$ cat src/rtl/somatorio_controle.sv
// somatorio_controle
// Sequencer for the 8-bit accumulator datapath. When a start is accepted it
// clears the datapath and gates exactly N samples from a valid/ready stream
// into the datapath enable. It then latches the final sum and a sticky
// overflow flag, and pulses done for one cycle. Abort cancels a run without
// touching the previously latched result.

module somatorio_controle #(
    parameter int CNT_W      = 8,
    parameter int STOP_ON_OV = 0
) (
    input  logic             clk,
    input  logic             reset,
    input  logic             start,
    input  logic [CNT_W-1:0] n_amostras,
    input  logic             abort,
    input  logic             in_valid,
    input  logic [7:0]       in_data,
    output logic             in_ready,
    output logic             dp_clr,
    output logic             dp_en,
    output logic [7:0]       dp_ent,
    input  logic [7:0]       dp_soma,
    input  logic             dp_ov,
    output logic             busy,
    output logic             done,
    output logic [7:0]       resultado,
    output logic             ov_flag
);

    typedef enum logic [2:0] {
        ST_IDLE,
        ST_CLEAR,
        ST_ACCUM,
        ST_SETTLE,
        ST_DONE
    } state_t;

    localparam bit STOP = (STOP_ON_OV != 0);

    state_t           state;
    logic [CNT_W-1:0] count;
    logic [CNT_W-1:0] n_lat;
    logic             ov_seen;
    logic             stop_now;
    logic             beat;
    logic             last_beat;

    // Handshake and datapath feed: a sample is taken only in ACCUM, and abort or
    // (optionally) a live overflow withdraw ready in the same cycle.
    always_comb begin
        stop_now  = STOP && dp_ov;
        in_ready  = (state == ST_ACCUM) && !abort && !stop_now;
        beat      = in_valid && in_ready;
        last_beat = beat && (count == (n_lat - CNT_W'(1)));
        dp_en     = beat;
        dp_ent    = in_data;
    end

    // Sequencer state plus its registered outputs (dp_clr, busy, done, result).
    always_ff @(posedge clk or posedge reset) begin
        if (reset) begin
            state     <= ST_IDLE;
            count     <= '0;
            n_lat     <= '0;
            ov_seen   <= 1'b0;
            dp_clr    <= 1'b0;
            busy      <= 1'b0;
            done      <= 1'b0;
            resultado <= 8'd0;
            ov_flag   <= 1'b0;
        end else begin
            dp_clr <= 1'b0;
            done   <= 1'b0;
            case (state)
                ST_IDLE: begin
                    if (start) begin
                        n_lat  <= n_amostras;
                        dp_clr <= 1'b1;
                        busy   <= 1'b1;
                        state  <= ST_CLEAR;
                    end
                end
                ST_CLEAR: begin
                    if (abort) begin
                        busy  <= 1'b0;
                        state <= ST_IDLE;
                    end else begin
                        count   <= '0;
                        ov_seen <= 1'b0;
                        state   <= (n_lat == '0) ? ST_SETTLE : ST_ACCUM;
                    end
                end
                ST_ACCUM: begin
                    if (abort) begin
                        busy  <= 1'b0;
                        state <= ST_IDLE;
                    end else begin
                        ov_seen <= ov_seen | dp_ov;
                        if (beat) begin
                            count <= count + CNT_W'(1);
                        end
                        if (last_beat || stop_now) begin
                            state <= ST_SETTLE;
                        end
                    end
                end
                ST_SETTLE: begin
                    if (abort) begin
                        busy  <= 1'b0;
                        state <= ST_IDLE;
                    end else begin
                        ov_seen   <= ov_seen | dp_ov;
                        resultado <= dp_soma;
                        ov_flag   <= ov_seen | dp_ov;
                        done      <= 1'b1;
                        state     <= ST_DONE;
                    end
                end
                ST_DONE: begin
                    busy  <= 1'b0;
                    state <= ST_IDLE;
                end
                default: begin
                    busy  <= 1'b0;
                    state <= ST_IDLE;
                end
            endcase
        end
    end

endmodule

$ cat config.mk
export PLATFORM = sky130hd
export DESIGN_NAME = somatorio_controle
export DESIGN_NICKNAME = d
export VERILOG_FILES = /design/src/rtl/somatorio_controle.sv
export SDC_FILE = /design/constraint.sdc
export NUM_CORES = 1
export LEC_CHECK = 0
export CAP_MARGIN = 20
export CORE_ASPECT_RATIO = 0.9
export CORE_UTILIZATION = 41
export CTS_CLUSTER_DIAMETER = 150
export DETAILED_ROUTE_END_ITERATION = 6
export MAX_ROUTING_LAYER = met4
export PLACE_DENSITY_LB_ADDON = 0.1
export SYNTH_ARGS = -nofsm -noshare
export SYNTH_HDL_FRONTEND = slang
export SYNTH_SLANG_ARGS = --single-unit
$ cat constraint.sdc
create_clock -name clk -period 2 [get_ports clk]
set_clock_uncertainty 0.05 [all_clocks]
set_input_delay 0.4 -clock clk [delete_from_list [all_inputs] [get_ports clk]]
set_output_delay 0.4 -clock clk [all_outputs]
set_load 0.01 [all_outputs]
==> run metrics, run 1 <==
placed cell areas 2140 um2; critical-path cell list or2_1, a21oi_2, nor3b_4, buf_2; met3 track utilization from global routing 0.04630; Crit path max-delay family simple AND/OR/NAND/NOR gates; Final Cell Area 2268 um2; Leak Pwr 1.043 nW; Synth Area in XOR/XNOR 0.07093; #FFs+latches synth 32; Final setup violation count 0; largest net degree at the start of global routing 33; Core Util, Final 0.6080; CTS root buffer clkbuf_8; Top Usage Layer GRT met2; CTS tree yes; die span in y 61.36 um; Distinct cells, synth 39; Max Fanout on Critical Path 3; met1 global-route usage 0.2270; minimum clock period 1.908 ns; total grt overflow 0; DIE AREA 4170 um2; Routability Congestion 0.7703; sequential share of the synthesized area 0.4988; num rows 21; DR iter-0 viols 52; yosys warns 0; first-pass GRT wire length 5692 um; Core Area 3731 um2; Detailed Place HPWL 2690 um; Final ANT Viol Nets 0; Post-synth EDFFs 0; area delta synth->final 41.31%; VDD IR-drop max 655.8 uV; Compound-Gate Fraction of Synth Area 0.07249; crit end category output port; CP Buf/Inv Count 1; GR Util met2 0.3207; DR vias/cell 5.099; drt pass-1 iters 4; synthesized instance count 151; largest family of logic cells by synthesized area simple AND/OR/NAND/NOR gates; endpoints failing hold 0; Post-Route WL 3511 um; FILL cells 328; Synth Area in Simple Gates 0.1785; CP Data Required Time 1.55 ns; Max Cap Viol 0; Main synth FF type dfrtp_1; Net count, final 239; vias 1290; area of the mapped netlist 1605 um2; max-slew violation count 0; Avg Inst Size Synth 10.63 um2; Initial Util 0.4302; drt drc 0; Max stage delay cell, worst path dfrtp_1; GRT Total Usage 0.1948; period utilisation layout 0.9540; CTS buffer count 5; WS Path Type reg2out; Clk pin slew, worst setup/hold paths 0.06 ns; Clock Latency Late Sink 0.27 ns; Ant. Diodes 0; Worst Max-Slew Pin Slew 0.4102 ns; mux contribution to synthesized area 0.1044; CP startpoint kind register; Die Wd 67.96 um; fraction of registers with async set/reset 1.000; adder-cell area share of the yosys netlist 0.01559; max_slew headroom 0.7265; initial antenna violation count 0; Num Clock Sinks 32; IO buf count 35; CP arrival 1.46 ns; H-tree levels 2; Fin Hold WS 0.4362 ns; Critical Path Max Stage Delay 0.38 ns; syn nets 183; drt wl/cell 13.88 um; vias in the first global route 1276; layout cells sized above 1 0.2415; hold crit path type reg2reg; I/O pin count 52; Highest Clock Rate 524.1 MHz; Max clock buf depth 2; RSZ-0062 raised after global routing yes; P per Cell Area 1269 nW/um2; outcome finished clean
## report_power, final
group | switching, mW | internal [mW]
Sequential | 0.173 | 0.879
Clock | 0.223 | 0.306
Combinational | 0.556 | 0.741
Total | 0.953 | 1.93
## layer usage
metal / vias to the layer above / routed length [um] / share of wire
met2: 38 / 1747 / 0.50
met3: 9 / 176 / 0.050
met5: - / 0 / 0
li1: 630 / - / -
met1: 613 / 1538 / 0.44
met4: 0 / 48 / 0.014
## worst register-to-register path, cell delays in order (launching register included)
cell	delay, ns
dfrtp_1	0.39
inv_2	0.08
ha_4	0.13
or4b_4	0.46
or4_1	0.41
o21ai_1	0.14
a21oi_1	0.08
nor3_2	0.09
## final timing paths
| path | startpoint | end | slack [ns] | cells past startpoint |
|---|---|---|---|---|
| min in group asynchronous | reset | resultado[3] | 0.45 | 3 |
| max in group asynchronous | reset | n_lat[3] | 1.15 | 3 |
| worst min register to register | resultado[6] | resultado[6] | 0.44 | 1 |
| worst max-delay path | state[2] | dp_en | 0.09 | 4 |
| worst max register to register | n_lat[0] | state[0] | 0.09 | 7 |
| worst min-delay path | resultado[6] | resultado[6] | 0.44 | 1 |
## cells by family (layout without fill, tap and decap cells)
kind of cell | Yosys count | after routing
buffers and inverters | 17 | 73
muxes | 15 | 15
DFF | 32 | 32
adders and majority gates | 2 | 2
xor gates and xnor gates | 13 | 13
and+or+nand+nor | 52 | 52
AOI/OAI and AO/OA | 20 | 20
## sequential cells by signal, indices dropped and copies added (netlist names)
register   count
count          8
n_lat          8
resultado      8
state          3
busy           1
done           1
dp_clr         1
ov_flag        1
ov_seen        1
## area by class of cell
cell class	instances	area (um2)	area share
multi-input cells	102	749.5	0.3304
flip-flops and latches	32	800.8	0.3530
well taps	46	57.56	0.02537
repair buffers	60	541.8	0.2388
clock buffers	7	96.34	0.04247
inverters	6	22.52	0.009928
## placed cells by master (no fill, tap or decap), drive strengths merged, types with 3 or more instances in the layout
cell | netlist | final
nand3 | 3 | 3
nor2 | 17 | 17
dfrtp | 32 | 32
xnor2 | 4 | 4
xor2 | 9 | 9
mux2 | 14 | 14
and3 | 3 | 3
clkbuf | 2 | 7
nor4 | 3 | 3
nand2b | 4 | 4
o21ai | 5 | 5
nand2 | 5 | 5
clkdlybuf4s50 | 0 | 31
nand4 | 3 | 3
a21oi | 9 | 9
inv | 6 | 6
buf | 9 | 27
## timing repair
action	in CTS	in global routing
buffers inserted	0	1
setup endpoints to repair	3	2
resized for setup	15	4
pin swaps	2	3
hold buffers	0	0
## through the flow
step / setup TNS, ns / setup WS (ns) / total power [mW] / std cells
floorplan: 0 / 0.03999 / 1.696 / 151
global placement: -1.027 / -0.5144 / 2.256 / 245
detailed placement: -1.144 / -0.5671 / 2.322 / 245
CTS: 0 / 0.007303 / 2.878 / 252
global route: -0.02502 / -0.02502 / 3.099 / 253
finish: 0 / 0.09192 / 2.879 / 253
## cell usage after synthesis (3+ instances only)
cell type	number	area (um2)
dfrtp_1	32	800.8
nor2_1	16	60.06
a21oi_1	9	45.04
xor2_1	9	78.83
buf_4	8	60.06
mux2_1	8	90.09
inv_1	6	22.52
mux2_2	6	67.56
nand2_1	5	18.77
nand2b_1	4	25.02
o21ai_1	4	20.02
xnor2_1	4	35.03
and3_1	3	18.77
nand3_1	3	15.01
nand4_1	3	18.77
nor4_1	3	18.77
Note: power is estimated with default switching activity, not from simulation.
==> inputs of run 2 (changes only) <==
--- a/config.mk
+++ b/config.mk
@@ -11,7 +11,8 @@
 export CTS_CLUSTER_DIAMETER = 150
 export DETAILED_ROUTE_END_ITERATION = 6
 export MAX_ROUTING_LAYER = met4
-export PLACE_DENSITY_LB_ADDON = 0.1
+export PLACE_DENSITY_LB_ADDON = 0.08
 export SYNTH_ARGS = -nofsm -noshare
 export SYNTH_HDL_FRONTEND = slang
 export SYNTH_SLANG_ARGS = --single-unit
+export TNS_END_PERCENT = 30
==> run 2 against run 1 <==
Wire length about the same. Via count increased by 4.0%. Utilization increased by 1.5 points. Sequential power about the same. First-iteration DRC count decreased by 25%. Largest power group unchanged. Critical path depth increased by 3. Critical endpoint is now state[0]. Clock-buffer cell count decreased by 1.
==> run metrics, run 2 (synthesis gave the netlist of run 1 again) <==
outcome finished clean; most frequent cells in the layout 33 x buf_4, 32 x dfrtp_1, 31 x clkdlybuf4s50_1; total grt overflow 0 (unchanged); VDD IR-drop max 649.9 uV (-0.89%); minimum clock period 1.997 ns (+0.08886 ns); fin worst setup slack 0.003053 ns (-0.08886 ns); Routability Congestion 0.8383 (+8.8%); Highest Clock Rate 500.8 MHz (-4.5%); period utilisation layout 0.9985 (+0.04443); H-tree levels 2 (unchanged); area delta synth->final 44.89%; Num Clock Sinks 32 (unchanged); Max Fanout on Critical Path 2 (-1); Fin Hold WS 0.3901 ns (-0.04605 ns); CTS root buffer clkbuf_8; num rows 21 (unchanged); Max Cap Viol 0 (unchanged); CP arrival 2.15 ns (+0.69 ns); vias 1341 (+4.0%); DR WL met2 1626 um (-6.9%); WS Path Type reg2reg; Detailed Place HPWL 2652 um (-1.4%); vias in the first global route 1259 (-1.3%); uppermost layer routed met4; M1 WL 1645 um (+7.0%); Final ANT Viol Nets 0 (unchanged); Net count, final 248 (+3.8%); drt wl/cell 13.35 um (-3.8%); CTS buffer count 5 (unchanged); Die Wd 67.96 um (unchanged); Final setup violation count 0 (unchanged); I/O pin count 52 (unchanged); FILL cells 305 (-7.0%); biggest registers after layout count: 8 flops, n_lat: 8 flops, resultado: 8 flops; layout cells sized above 1 0.2811 (+0.03956); largest net degree at the start of global routing 21 (-36%); CP Data Required Time 2.16 ns (+0.61 ns); met3 wire length 182 um (+3.4%); commonest non-fill, non-tap cell in the layout buf_4; CP startpoint kind register; crit end category register; dpl ws -0.5247 ns (+0.04246 ns); Post-Route WL 3510 um (about the same); Core Area 3731 um2 (unchanged); Worst Max-Slew Pin Slew 0.3073 ns (-0.1029 ns); RSZ-0062 raised after global routing yes; DR iter-0 viols 39 (-25%); post-route setup TNS 0 ns (unchanged); hold crit path type in2async; Leak Pwr 1.080 nW (+3.5%); max-slew violation count 0 (unchanged); IO buf count 35 (unchanged); Max clock buf depth 2 (unchanged); initial antenna violation count 0 (unchanged); endpoints failing hold 0 (unchanged); Clk pin slew, worst setup/hold paths 0.07 ns (about the same); DR vias/cell 5.099 (about the same); DIE AREA 4170 um2 (unchanged); Core Util, Final 0.6234 (+0.01543); cts hold-fix bufs 0 (unchanged); CTS tree yes; drt pass-1 iters 4 (unchanged); P per Cell Area 1230 nW/um2 (-3.1%); drt drc 0 (unchanged); Power, Total 2.862 mW (-0.62%); Ant. Diodes 0 (unchanged); die span in y 61.36 um (unchanged); first-pass GRT wire length 5644 um (-0.84%); max_slew headroom 0.7932 (+0.06671); Initial Util 0.4302 (unchanged); Clock Latency Late Sink 0.28 ns (about the same); GRT Total Usage 0.1937 (-0.001067)
## run 2: layer usage
metal,track usage,up-vias
met5,-,-
met4,0.08333,0
met3,0.04444,7
met2,0.2885,42
met1,0.2520,641
li1,-,651
## run 2: per-stage QoR
stage / instances / cell area, um2
6_report: 263 / 2326
5_1_grt: 263 / 2326
4_1_cts: 264 / 2326
3_5_place_dp: 245 / 2140
3_3_place_gp: 245 / 2140
2_1_floorplan: 151 / 1605
## run 2: worst paths after layout
check | to | slack [ns] | cells after the start | from
worst max-delay path | state[0] | 0.003 | 7 | n_lat[0]
worst min-delay path | resultado[6] | 0.39 | 3 | reset
worst max register to register | state[0] | 0.003 | 7 | n_lat[0]
worst min register to register | resultado[3] | 0.44 | 1 | resultado[3]
max in group asynchronous | count[5] | 1.25 | 3 | reset
min in group clk | resultado[3] | 0.44 | 1 | resultado[3]
## run 2: final cells by class
| class | instances | area [um2] | area share |
|---|---|---|---|
| Clock buffer | 6 | 82.58 | 0.03550 |
| Clock inverter | 2 | 10.01 | 0.004303 |
| Inverter | 6 | 22.52 | 0.009683 |
| Multi-Input combinational cell | 102 | 747.0 | 0.3211 |
| Sequential cell | 32 | 800.8 | 0.3443 |
| Tap cell | 46 | 57.56 | 0.02474 |
| Timing Repair Buffer | 69 | 605.6 | 0.2604 |
## run 2: what timing repair did
item / in CTS / in global routing
resized for setup: 11 / 6
endpoints found under the setup margin: 3 / 7
setup buffers: 11 / 1
pin swaps: 2 / 3
cloned: 0 / 0
## run 2: where the power goes
| group | switching, mW | total [mW] | internal, mW |
|---|---|---|---|
| clock network | 0.239 | 0.513 | 0.274 |
| registers | 0.172 | 1.05 | 0.879 |
| logic | 0.558 | 1.30 | 0.739 |
## run 2: critical path: stages (launching register included)
cell and delay, ns:
dfrtp_1 0.40, inv_2 0.07, ha_1 0.16, or4b_4 0.47, or4_1 0.48, o21ai_1 0.13, a21oi_1 0.08, nor3_2 0.09
